### src/rtl/morse_pkg.sv
// -----------------------------------------------------------------------------
// morse_pkg
//   Shared definitions for the Morse playback path and sequence storage:
//   symbol codes, message geometry, per-symbol durations in Morse units and
//   the playback FSM state encoding.
// -----------------------------------------------------------------------------
package morse_pkg;

   localparam int unsigned SYM_W       = 2;
   localparam int unsigned SEQ_SYMBOLS = 80;
   localparam int unsigned SEQ_W       = 160;

   typedef logic [SYM_W-1:0] sym_t;

   localparam sym_t SYM_DOT   = 2'b00;
   localparam sym_t SYM_DASH  = 2'b01;
   localparam sym_t SYM_LSEP  = 2'b10;
   localparam sym_t SYM_EMPTY = 2'b11;

   // Durations in Morse units (2-bit unit count fed to the unit timer)
   localparam logic [1:0] DOT_UNITS  = 2'd1;
   localparam logic [1:0] DASH_UNITS = 2'd3;
   localparam logic [1:0] LSEP_UNITS = 2'd2;
   localparam logic [1:0] GAP_UNITS  = 2'd1;

   typedef enum logic [1:0] {
      ST_IDLE,
      ST_FETCH,
      ST_MARK,
      ST_GAP
   } state_t;

   // Timed length of a symbol's first segment (mark for dot/dash, silence for
   // a letter separator). Empty symbols are never timed.
   function automatic logic [1:0] sym_units(input sym_t s);
      logic [1:0] u;
      case (s)
         SYM_DOT:  u = DOT_UNITS;
         SYM_DASH: u = DASH_UNITS;
         SYM_LSEP: u = LSEP_UNITS;
         default:  u = 2'd0;
      endcase
      return u;
   endfunction

endpackage

### src/rtl/morse_unit_timer.sv
// -----------------------------------------------------------------------------
// morse_unit_timer
//   Down-counter measuring whole Morse units. A load of n units times exactly
//   n*UNIT_CYCLES cycles; expire is high during the last of those cycles.
//   Ports:
//     clk     in   system clock
//     reset   in   synchronous active-high clear
//     load    in   start a new interval (takes priority over counting)
//     units   in   interval length in Morse units (1..3)
//     busy    out  an interval is being timed
//     expire  out  final cycle of the current interval
// -----------------------------------------------------------------------------
module morse_unit_timer #(
   parameter int unsigned UNIT_CYCLES = 5_000_000
) (
   input  logic       clk,
   input  logic       reset,
   input  logic       load,
   input  logic [1:0] units,
   output logic       busy,
   output logic       expire
);

   localparam int unsigned TW = $clog2(3*UNIT_CYCLES+1);
   localparam logic [TW-1:0] UNIT_T = TW'(UNIT_CYCLES);

   logic [TW-1:0] count;
   logic [TW-1:0] load_val;

   always_comb begin
      load_val = TW'(units) * UNIT_T - TW'(1);
   end

   always_ff @(posedge clk) begin
      if (reset) begin
         count <= '0;
         busy  <= 1'b0;
      end else if (load) begin
         count <= load_val;
         busy  <= 1'b1;
      end else if (busy) begin
         if (count == '0) begin
            busy <= 1'b0;
         end else begin
            count <= count - TW'(1);
         end
      end
   end

   assign expire = busy && (count == '0);

endmodule

### src/rtl/morse_playback_scheduler.sv
// -----------------------------------------------------------------------------
// morse_playback_scheduler
//   Plays a snapshot of the stored message as timed on/off keying.
//   Ports:
//     clk         in   system clock
//     reset       in   synchronous active-high reset
//     start       in   begin playback (only honoured when idle)
//     abort       in   stop playback at once; beats start
//     i_sequence  in   message, symbol k at [SEQ_W-1-SYM_W*k -: SYM_W]
//     o_tone      out  keying output, 1 = mark
//     o_busy      out  playback in progress
//     o_done      out  one-cycle pulse on normal completion
//     o_sym_idx   out  index of the symbol being played
// -----------------------------------------------------------------------------
module morse_playback_scheduler #(
   parameter int unsigned UNIT_CYCLES = 5_000_000,
   parameter int unsigned SEQ_SYMBOLS = morse_pkg::SEQ_SYMBOLS,
   parameter int unsigned SYM_W       = morse_pkg::SYM_W
) (
   input  logic                         clk,
   input  logic                         reset,
   input  logic                         start,
   input  logic                         abort,
   input  logic [SEQ_SYMBOLS*SYM_W-1:0] i_sequence,
   output logic                         o_tone,
   output logic                         o_busy,
   output logic                         o_done,
   output logic [6:0]                   o_sym_idx
);

   import morse_pkg::*;

   localparam int unsigned SNAP_W   = SEQ_SYMBOLS * SYM_W;
   localparam logic [6:0]  LAST_IDX = 7'(SEQ_SYMBOLS - 1);

   state_t            state;
   state_t            state_nxt;
   logic [SNAP_W-1:0] snap;
   sym_t              cur_sym;
   logic              tone_nxt;
   logic              busy_nxt;
   logic              done_nxt;
   logic              t_load;
   logic [1:0]        t_units;
   logic              t_busy;
   logic              t_expire;
   logic              seg_end;
   logic              accept;
   logic              advance;

   morse_unit_timer #(
      .UNIT_CYCLES(UNIT_CYCLES)
   ) u_timer (
      .clk    (clk),
      .reset  (reset),
      .load   (t_load),
      .units  (t_units),
      .busy   (t_busy),
      .expire (t_expire)
   );

   // The current symbol is always at the top of the snapshot.
   assign cur_sym = snap[SNAP_W-1 -: SYM_W];

   // An idle timer while timing a segment also ends it, so the FSM can never
   // wait forever on a timer that was not loaded.
   assign seg_end = t_expire || !t_busy;

   assign accept  = !abort && (state == ST_IDLE) && start;
   assign advance = !abort && (state == ST_GAP) && seg_end;

   // State and output registers
   always_ff @(posedge clk) begin
      if (reset) begin
         state  <= ST_IDLE;
         o_tone <= 1'b0;
         o_busy <= 1'b0;
         o_done <= 1'b0;
      end else begin
         state  <= state_nxt;
         o_tone <= tone_nxt;
         o_busy <= busy_nxt;
         o_done <= done_nxt;
      end
   end

   // Next-state logic
   always_comb begin
      state_nxt = state;
      if (abort) begin
         state_nxt = ST_IDLE;
      end else begin
         case (state)
            ST_IDLE:  if (start) state_nxt = ST_FETCH;
            ST_FETCH: begin
               case (cur_sym)
                  SYM_DOT, SYM_DASH: state_nxt = ST_MARK;
                  SYM_LSEP:          state_nxt = ST_GAP;
                  default:           state_nxt = ST_IDLE;
               endcase
            end
            ST_MARK:  if (seg_end) state_nxt = ST_GAP;
            ST_GAP:   if (seg_end) state_nxt = ST_FETCH;
            default:  state_nxt = ST_IDLE;
         endcase
      end
   end

   // Output / timer-control logic
   always_comb begin
      tone_nxt = (state_nxt == ST_MARK);
      busy_nxt = (state_nxt != ST_IDLE);
      done_nxt = 1'b0;
      t_load   = 1'b0;
      t_units  = GAP_UNITS;
      if (!abort) begin
         case (state)
            ST_FETCH: begin
               if (cur_sym == SYM_EMPTY) begin
                  done_nxt = 1'b1;
               end else begin
                  t_load  = 1'b1;
                  t_units = sym_units(cur_sym);
               end
            end
            ST_MARK: begin
               if (seg_end) begin
                  t_load  = 1'b1;
                  t_units = GAP_UNITS;
               end
            end
            default: ;
         endcase
      end
   end

   // Symbol index; holds at the last slot so it never presents SEQ_SYMBOLS.
   always_ff @(posedge clk) begin
      if (reset || abort || accept) begin
         o_sym_idx <= '0;
      end else if (advance && (o_sym_idx != LAST_IDX)) begin
         o_sym_idx <= o_sym_idx + 7'd1;
      end
   end

   // Snapshot survives reset. Shifting in EMPTY codes makes the slot after the
   // last one read as end-of-message, so a full message ends without an
   // explicit index compare.
   always_ff @(posedge clk) begin
      if (!reset) begin
         if (accept) begin
            snap <= i_sequence;
         end else if (advance) begin
            snap <= {snap[SNAP_W-SYM_W-1:0], {SYM_W{1'b1}}};
         end
      end
   end

endmodule

### config.mk
export PLATFORM = sky130hd
export DESIGN_NAME = morse_playback_scheduler
export DESIGN_NICKNAME = d
export VERILOG_FILES = /design/src/rtl/morse_pkg.sv /design/src/rtl/morse_unit_timer.sv /design/src/rtl/morse_playback_scheduler.sv
export SDC_FILE = /design/constraint.sdc
export NUM_CORES = 1
export LEC_CHECK = 0
export BUFFER_PORTS_ARGS = -buffer_cell sky130_fd_sc_hd__buf_2
export CAP_MARGIN = 20
export CELL_PAD_IN_SITES_DETAIL_PLACEMENT = 0
export CELL_PAD_IN_SITES_GLOBAL_PLACEMENT = 1
export CORE_MARGIN = 3
export CORE_UTILIZATION = 25
export DETAILED_ROUTE_END_ITERATION = 10
export PLACE_DENSITY = 0.54
export SETUP_SLACK_MARGIN = 0.1
export SYNTH_ARGS = -nofsm -noshare
export SYNTH_HDL_FRONTEND = slang
export SYNTH_SLANG_ARGS = --single-unit
### constraint.sdc
create_clock -name clk -period 10 [get_ports clk]
set_input_delay 0.5 -clock clk [delete_from_list [all_inputs] [get_ports clk]]
set_output_delay 0.5 -clock clk [all_outputs]
set_load 0.1 [all_outputs]
== Word-level counts from Yosys, hierarchy flattened ==
Cells that the tools add are included.

* Input port bits: 164
* Logic and storage cells: 67
* Output and inout port bits: 10
* Flip-flop bits (word level): 197

* Reductions and logical operators: 21
* Add/subtract/negate cells: 3
* Mux-type cells: 23
* Bitwise gates (word level): 2
* $mul: 1
* Equal/unequal tests: 9

{| class="wikitable"
|+ Operators with widths
! cell !! number
|-
| $mux 160 || 2
|-
| $mux 24 || 3
|-
| $sub 24x1->24 const B || 2
|-
| $logic_not 24->1 || 1
|-
| $mul 2x17->18 const B || 1
|-
| $mux 2 || 7
|-
| $eq 2x2->1 const B || 5
|-
| $pmux 2 s4 || 1
|-
| $add 7x1->7 const B || 1
|-
| $mux 1 || 7
|-
| $ne 7x7->1 const B || 1
|-
| $logic_and 1x1->1 || 6
|-
| $pmux 2 s3 || 1
|-
| $reduce_bool 2->1 || 3
|-
| $eq 2x1->1 const B || 2
|-
| $logic_not 2->1 || 2
|-
| $pmux 2 s2 || 1
|-
| $reduce_and 2->1 || 2
|-
| $logic_or 1x1->1 || 3
|-
| $reduce_or 3->1 || 1
|-
| $logic_not 1->1 || 2
|-
| $ne 2x2->1 const B || 1
|-
| $not 1->1 || 2
|-
| $pmux 1 s2 || 1
|-
| $reduce_or 2->1 || 1
|}

== Depth between registers and ports, before layout ==
* Depth after elaboration: 8
* Depth in mapped cells: 9

== By module ==
A second synthesis with hierarchy kept.

* Cell total of the unflattened synthesis: 591
* Area total of the unflattened synthesis: 9064.9 um^2

{| class="wikitable"
|+ Modules (own cells, without submodules)
! module !! instances !! area an instance (um^2) !! cells an instance
|-
| morse_playback_scheduler || 1 || 7543.5 || 422
|-
| morse_unit_timer || 1 || 1521.5 || 169
|}

== Worst setup path before layout ==
No wires, ideal clock.

* Path type: register to register
* From: register u_timer.count[16]
* To: register snap[0] (enable)
* Setup time: 0.732 ns
* Arrival: 9.576 ns
* Data required time: 9.268 ns
* Path buffers: 1
* Clock period less this slack: 10.308 ns
* Path slack: -0.308 ns
* Cell stages (with the launch flop): 7
* Path through: dfxtp_1 or4_4 or4_4 o31ai_1 buf_2 nand2_1 a21oi_1

* Cells in the longest elaborated chain, start to end: 6

{| class="wikitable"
|+ Ends and longest elaborated chain
! what !! line !! text
|-
| start, declared || morse_unit_timer.sv:27 || <nowiki>logic [TW-1:0] count;</nowiki>
|-
| start signal, assigned || morse_unit_timer.sv:39 || <nowiki>count <= load_val;</nowiki>
|-
| start signal, assigned || morse_unit_timer.sv:45 || <nowiki>count <= count - TW'(1);</nowiki>
|-
| $logic_not 24->1 || morse_unit_timer.sv:50 || <nowiki>assign expire = busy && (count == '0);</nowiki>
|-
| $logic_and 1x1->1 || morse_unit_timer.sv:50 ||
|-
| $logic_or 1x1->1 || morse_playback_scheduler.sv:67 || <nowiki>assign seg_end = t_expire || !t_busy;</nowiki>
|-
| $logic_and 1x1->1 || morse_playback_scheduler.sv:70 || <nowiki>assign advance = !abort && (state == ST_GAP) && seg_end;</nowiki>
|-
| $reduce_bool 2->1 (no source line) || - ||
|-
| $reduce_and 2->1 (no source line) || - ||
|-
| end signal, assigned || morse_playback_scheduler.sv:152 || <nowiki>snap <= i_sequence;</nowiki>
|-
| end signal, assigned || morse_playback_scheduler.sv:154 || <nowiki>snap <= {snap[SNAP_W-SYM_W-1:0], {SYM_W{1'b1}}};</nowiki>
|-
| end, declared || morse_playback_scheduler.sv:38 || <nowiki>logic [SNAP_W-1:0] snap;</nowiki>
|}

No other way between the ends.
A chain may end at the register's enable or synchronous reset.

== Worst setup path after layout ==
* From: register state[1]
* To: register snap[100] (data pin)

* Cells in the longest elaborated chain, start to end: 4

{| class="wikitable"
|+ Ends and longest elaborated chain
! what !! line !! text
|-
| start, declared || morse_playback_scheduler.sv:36 || <nowiki>state_t state;</nowiki>
|-
| start signal, assigned || morse_playback_scheduler.sv:80 || <nowiki>state <= state_nxt;</nowiki>
|-
| $logic_not 2->1 || morse_playback_scheduler.sv:69 || <nowiki>assign accept = !abort && (state == ST_IDLE) && start;</nowiki>
|-
| $logic_and 1x1->1 (2 in a row) || morse_playback_scheduler.sv:69 ||
|-
| $mux 160 || morse_playback_scheduler.sv:151 || <nowiki>if (accept) begin</nowiki>
|}

No other way between the ends.

==> summary.txt <==
Run status
  • Outcome: finished clean

Floorplanning
  • Floorplan row count: just under 70
  • Floorplan core area: between 30000 and 40000 sq um
  • Full die area: between 30000 and 40000 sq um
  • Io pins: about 170
  • Die outline height: around 190 um
  • Die span in x: 194 um
  • Initial Utilization: about a quarter

Clock tree
  • Count of instances resized after the clock tree is built: 0
  • Clock-pin slew on the worst setup and hold paths: 0.08 ns
  • CTS tree: done
  • Clock network latency to the later pin of the worst-skew pair: 0.44 ns
  • Number of setup buffers added after CTS: 0
  • TritonCTS buffer count: 17
  • Clk Tree Root Cell: sky130_fd_sc_hd__clkbuf_16
  • Clk sinks: 197
  • Cts-stage hold buffer count: 0
  • Maximum level of the CTS H-tree: 4
  • Maximum buffer depth of the clock tree: 2

GRT
  • Total routing resource utilization after global routing: a little over a tenth
  • Remaining global-route overflow: 0
  • Initial antenna violation count: 9
  • First-pass GRT wire length: roughly 31 mm
  • Vias in the first global route: between 5000 and 6000
  • Maximum number of pins on one net before global-route repair: ~160

STA
  • Transition time at the pin with the least slew margin: 1.13 ns
  • RSZ-0062 raised after global routing: no
  • Worst hold margin: 0.334 ns
  • Final setup violation count: 0
  • Final critical path time including I/O delays and setup: ~3.5 ns
  • Setup Total Neg Slack: 0 ns
  • Final Max Tran Viols: 0
  • Post-Route Skew: approximately 0.012 ns
  • Post-route clock period utilization: a little over a third
  • Worst slew slack as a fraction of its limit: between 20% and 30%
  • Fmax: ~290 MHz
  • Worst setup margin: between 6 and 7 ns
  • Final hold violation count: 0

Critical path
  • Kind of start point of the critical path: flip-flop
  • Peak per-stage delay on the critical path: approximately 0.90 ns
  • Length in cells of the worst reg-to-reg path: 7
  • Crit path arrival time: 3.69 ns
  • Worst reg2reg endpoint: snap[100]
  • Data required time at the worst endpoint: a little over 10 ns
  • Worst path bufs/invs: 3
  • Setup Crit Path Kind: flip-flop to flip-flop
  • Reg-to-reg startpoint: state[1]
  • Critical-path maximum fanout: 75
  • Slowest cell on the critical path: sky130_fd_sc_hd__buf_4
  • Chain of cells forming the critical path: inv_1, ha_1, nand2_1, or2_4, buf_4, buf_4, mux2_2
  • Total stage count of the critical path: 7
  • Cell type with the highest occurrence count on the critical path: sky130_fd_sc_hd__buf_4
  • Slack of the worst reg-to-reg path: 6.50 ns
  • Kind of end point of the critical path: flip-flop
  • Cell family with most CP delay: buffers and inverters

Synthesis
  • Per-instance average area after synthesis: between 10 and 15 sq um
  • Synth Net Count: around 770
  • Dominant cell by count in the synthesized netlist: sky130_fd_sc_hd__edfxtp_1
  • Library cell with the largest summed area after synthesis: sky130_fd_sc_hd__edfxtp_1
  • Proportion of synthesized chip area in sequential cells: 62.9%
  • Count of flip-flops with a built-in enable after synthesis: between 150 and 200
  • Adder-cell share of the synthesized area: under 10%
  • Multiplexer share of the synthesized area: 20.4%
  • Warnings, synthesis: 0
  • Cells taking the most area after synthesis: sky130_fd_sc_hd__edfxtp_1 54%, sky130_fd_sc_hd__mux2_2 20%, sky130_fd_sc_hd__dfxtp_1 8.4%
  • Main flop type after synthesis: sky130_fd_sc_hd__edfxtp_1
  • Number of standard cells after synthesis: just under 600
  • Share of the synthesized area in the top cell type: a little over half
  • Leading cell types by count after synthesis: 160 x sky130_fd_sc_hd__edfxtp_1, 158 x sky130_fd_sc_hd__mux2_2, 37 x sky130_fd_sc_hd__dfxtp_1, 25 x sky130_fd_sc_hd__nor2_1, 21 x sky130_fd_sc_hd__a21oi_1
  • Largest family of logic cells by synthesized area: multiplexers
  • Post-synthesis compound-gate area fraction: between 4 and 5%
  • Library cells used by synthesis: between 50 and 60
  • Simple-gate portion of the synthesized area: 6.50%
  • Xor/xnor cell area share of the yosys netlist: about 2.2%
  • Fraction of registers with async set/reset: 0%
  • Number of flip-flops and latches in the synthesized netlist: just under 200
  • Synth Cell Area: 8820 sq um

Hold path
  • Hold path endpoint: snap[0]
  • Start point of the worst hold path: i_sequence[0]
  • Worst Hold Depth: 2
  • Hold crit path type: input pin to flip-flop

Cells and area
  • Area used by sequential logic in the layout: about 5500 sq um
  • Multi-input combinational cell area: about 3100 sq um
  • Share of cells above drive strength 1: about half
  • # nets final: around 940
  • P&R area growth vs syn: 22.9%
  • Fill cell count: roughly 3500

Power and ir drop
  • Leakage power summed over all cells: around 4.0 nW
  • Worst vdd rail ir drop: between 0.1 and 0.15 mV
  • Pwr per Cell Area: 167 nW/um^2

Place
  • Final Wtd Congestion: ~0.75
  • Placement Setup Slack: between 6 and 7 ns
  • Half-perimeter wire length of the detailed placement result: 13.5 mm
  • Number of input and output port buffers inserted: about 170

Drt
  • Wire length after detailed routing: roughly 20 mm
  • Routed Antenna Nets: 0
  • Number of optimization iterations in the first detailed-route pass: 4
  • Detailed router's first-iteration violation count: around 230
  • Via count: between 5000 and 6000
  • Drt drc: 0
  • Via count normalized by instance count: between 4 and 5
  • Wire length per cell after detailed routing: between 15 and 20 um

Run
  • # Max-Cap Violations: 0
-- stage by stage --
step | utilization, % | cell area (sq um) | instances | power, W
6_report | 31.3 | 10800 | 1232 | 0.00181
5_1_grt | 31.3 | 10800 | 1232 | 0.00189
4_1_cts | 31.3 | 10800 | 1229 | 0.00184
3_5_place_dp | 29.5 | 10200 | 1197 | 0.00110
3_3_place_gp | 29.5 | 10200 | 1196 | 0.00110
2_1_floorplan | - | 8820 | 588 | 0.00105
-- registers in the layout, summed over array words and instances, names as in the netlist --
name           count
snap             160
u_timer.count     24
o_sym_idx          7
state              2
o_busy             1
o_done             1
o_tone             1
u_timer.busy       1
-- report_power, final --
group          leakage (nW)  internal, W  total (W)  switching [W]
registers              1.76     0.000917   0.000925     0.00000806
logic                  1.91    0.0000800   0.000154      0.0000738
clock network         0.285     0.000396   0.000727       0.000331
total                  3.96      0.00139    0.00181       0.000413
-- area by class of cell --
class	count	share of cell area, %
Inverter	9	0.312
Timing Repair Buffer	180	8.66
Clock inverter	15	1.62
Clock buffer	17	3.93
Sequential cell	197	51.2
Multi-Input combinational cell	356	29.0
Antenna cell	3	0.0693
Tap cell	455	5.25
-- worst max path at each step --
stage,startpoint,to,slack (ns)
floorplan,u_timer.count[16],snap[0],3.30
global placement,state[0],snap[120],6.42
detailed placement,state[1],snap[100],6.40
CTS,state[1],snap[100],6.38
global route,state[1],snap[100],6.21
finish,state[1],snap[100],6.50
-- metal layers --
metal | share of wire [%] | vias up | routed length [um] | global-route usage, %
met4 | 1.9 | 12 | 374 | 3.96
met1 | 42 | 2549 | 8450 | 13.0
li1 | - | 2586 | - | -
met3 | 5.0 | 29 | 1010 | 3.75
met2 | 51 | 89 | 10200 | 18.0
met5 | 0.44 | - | 89 | 0
-- cell usage in the layout, fill, tap and decap left out, drive strengths merged, types with 3 or more instances in the layout --
cell,Yosys,routed
nand4,4,4
clkinvlp,0,3
nand4b,4,4
a21oi,21,21
or4,3,3
a21o,4,4
dfxtp,37,37
clkinv,0,4
bufinv,0,3
o21ai,6,6
ha,16,16
nand2,17,17
edfxtp,160,160
diode,0,3
mux2,158,158
clkbuf,20,17
nor2,26,26
a31oi,3,3
or3,3,3
nor4,6,6
nor3,13,13
inv,9,14
nand2b,3,3
nand3,13,13
xnor2,7,7
buf,6,180
xor2,15,15
nor2b,4,4
o31ai,4,4
-- cells by family (layout without fill, tap and decap cells) --
| logic type | Yosys count | after routing |
|---|---|---|
| AOI/OAI and AO/OA | 54 | 54 |
| xor gates and xnor gates | 22 | 22 |
| adders and majority gates | 16 | 16 |
| buffers and inverters | 35 | 221 |
| DFF | 197 | 197 |
| muxes | 160 | 160 |
| other | 0 | 3 |
| and+or+nand+nor | 104 | 104 |
Power figures use the tool's default switching activity.
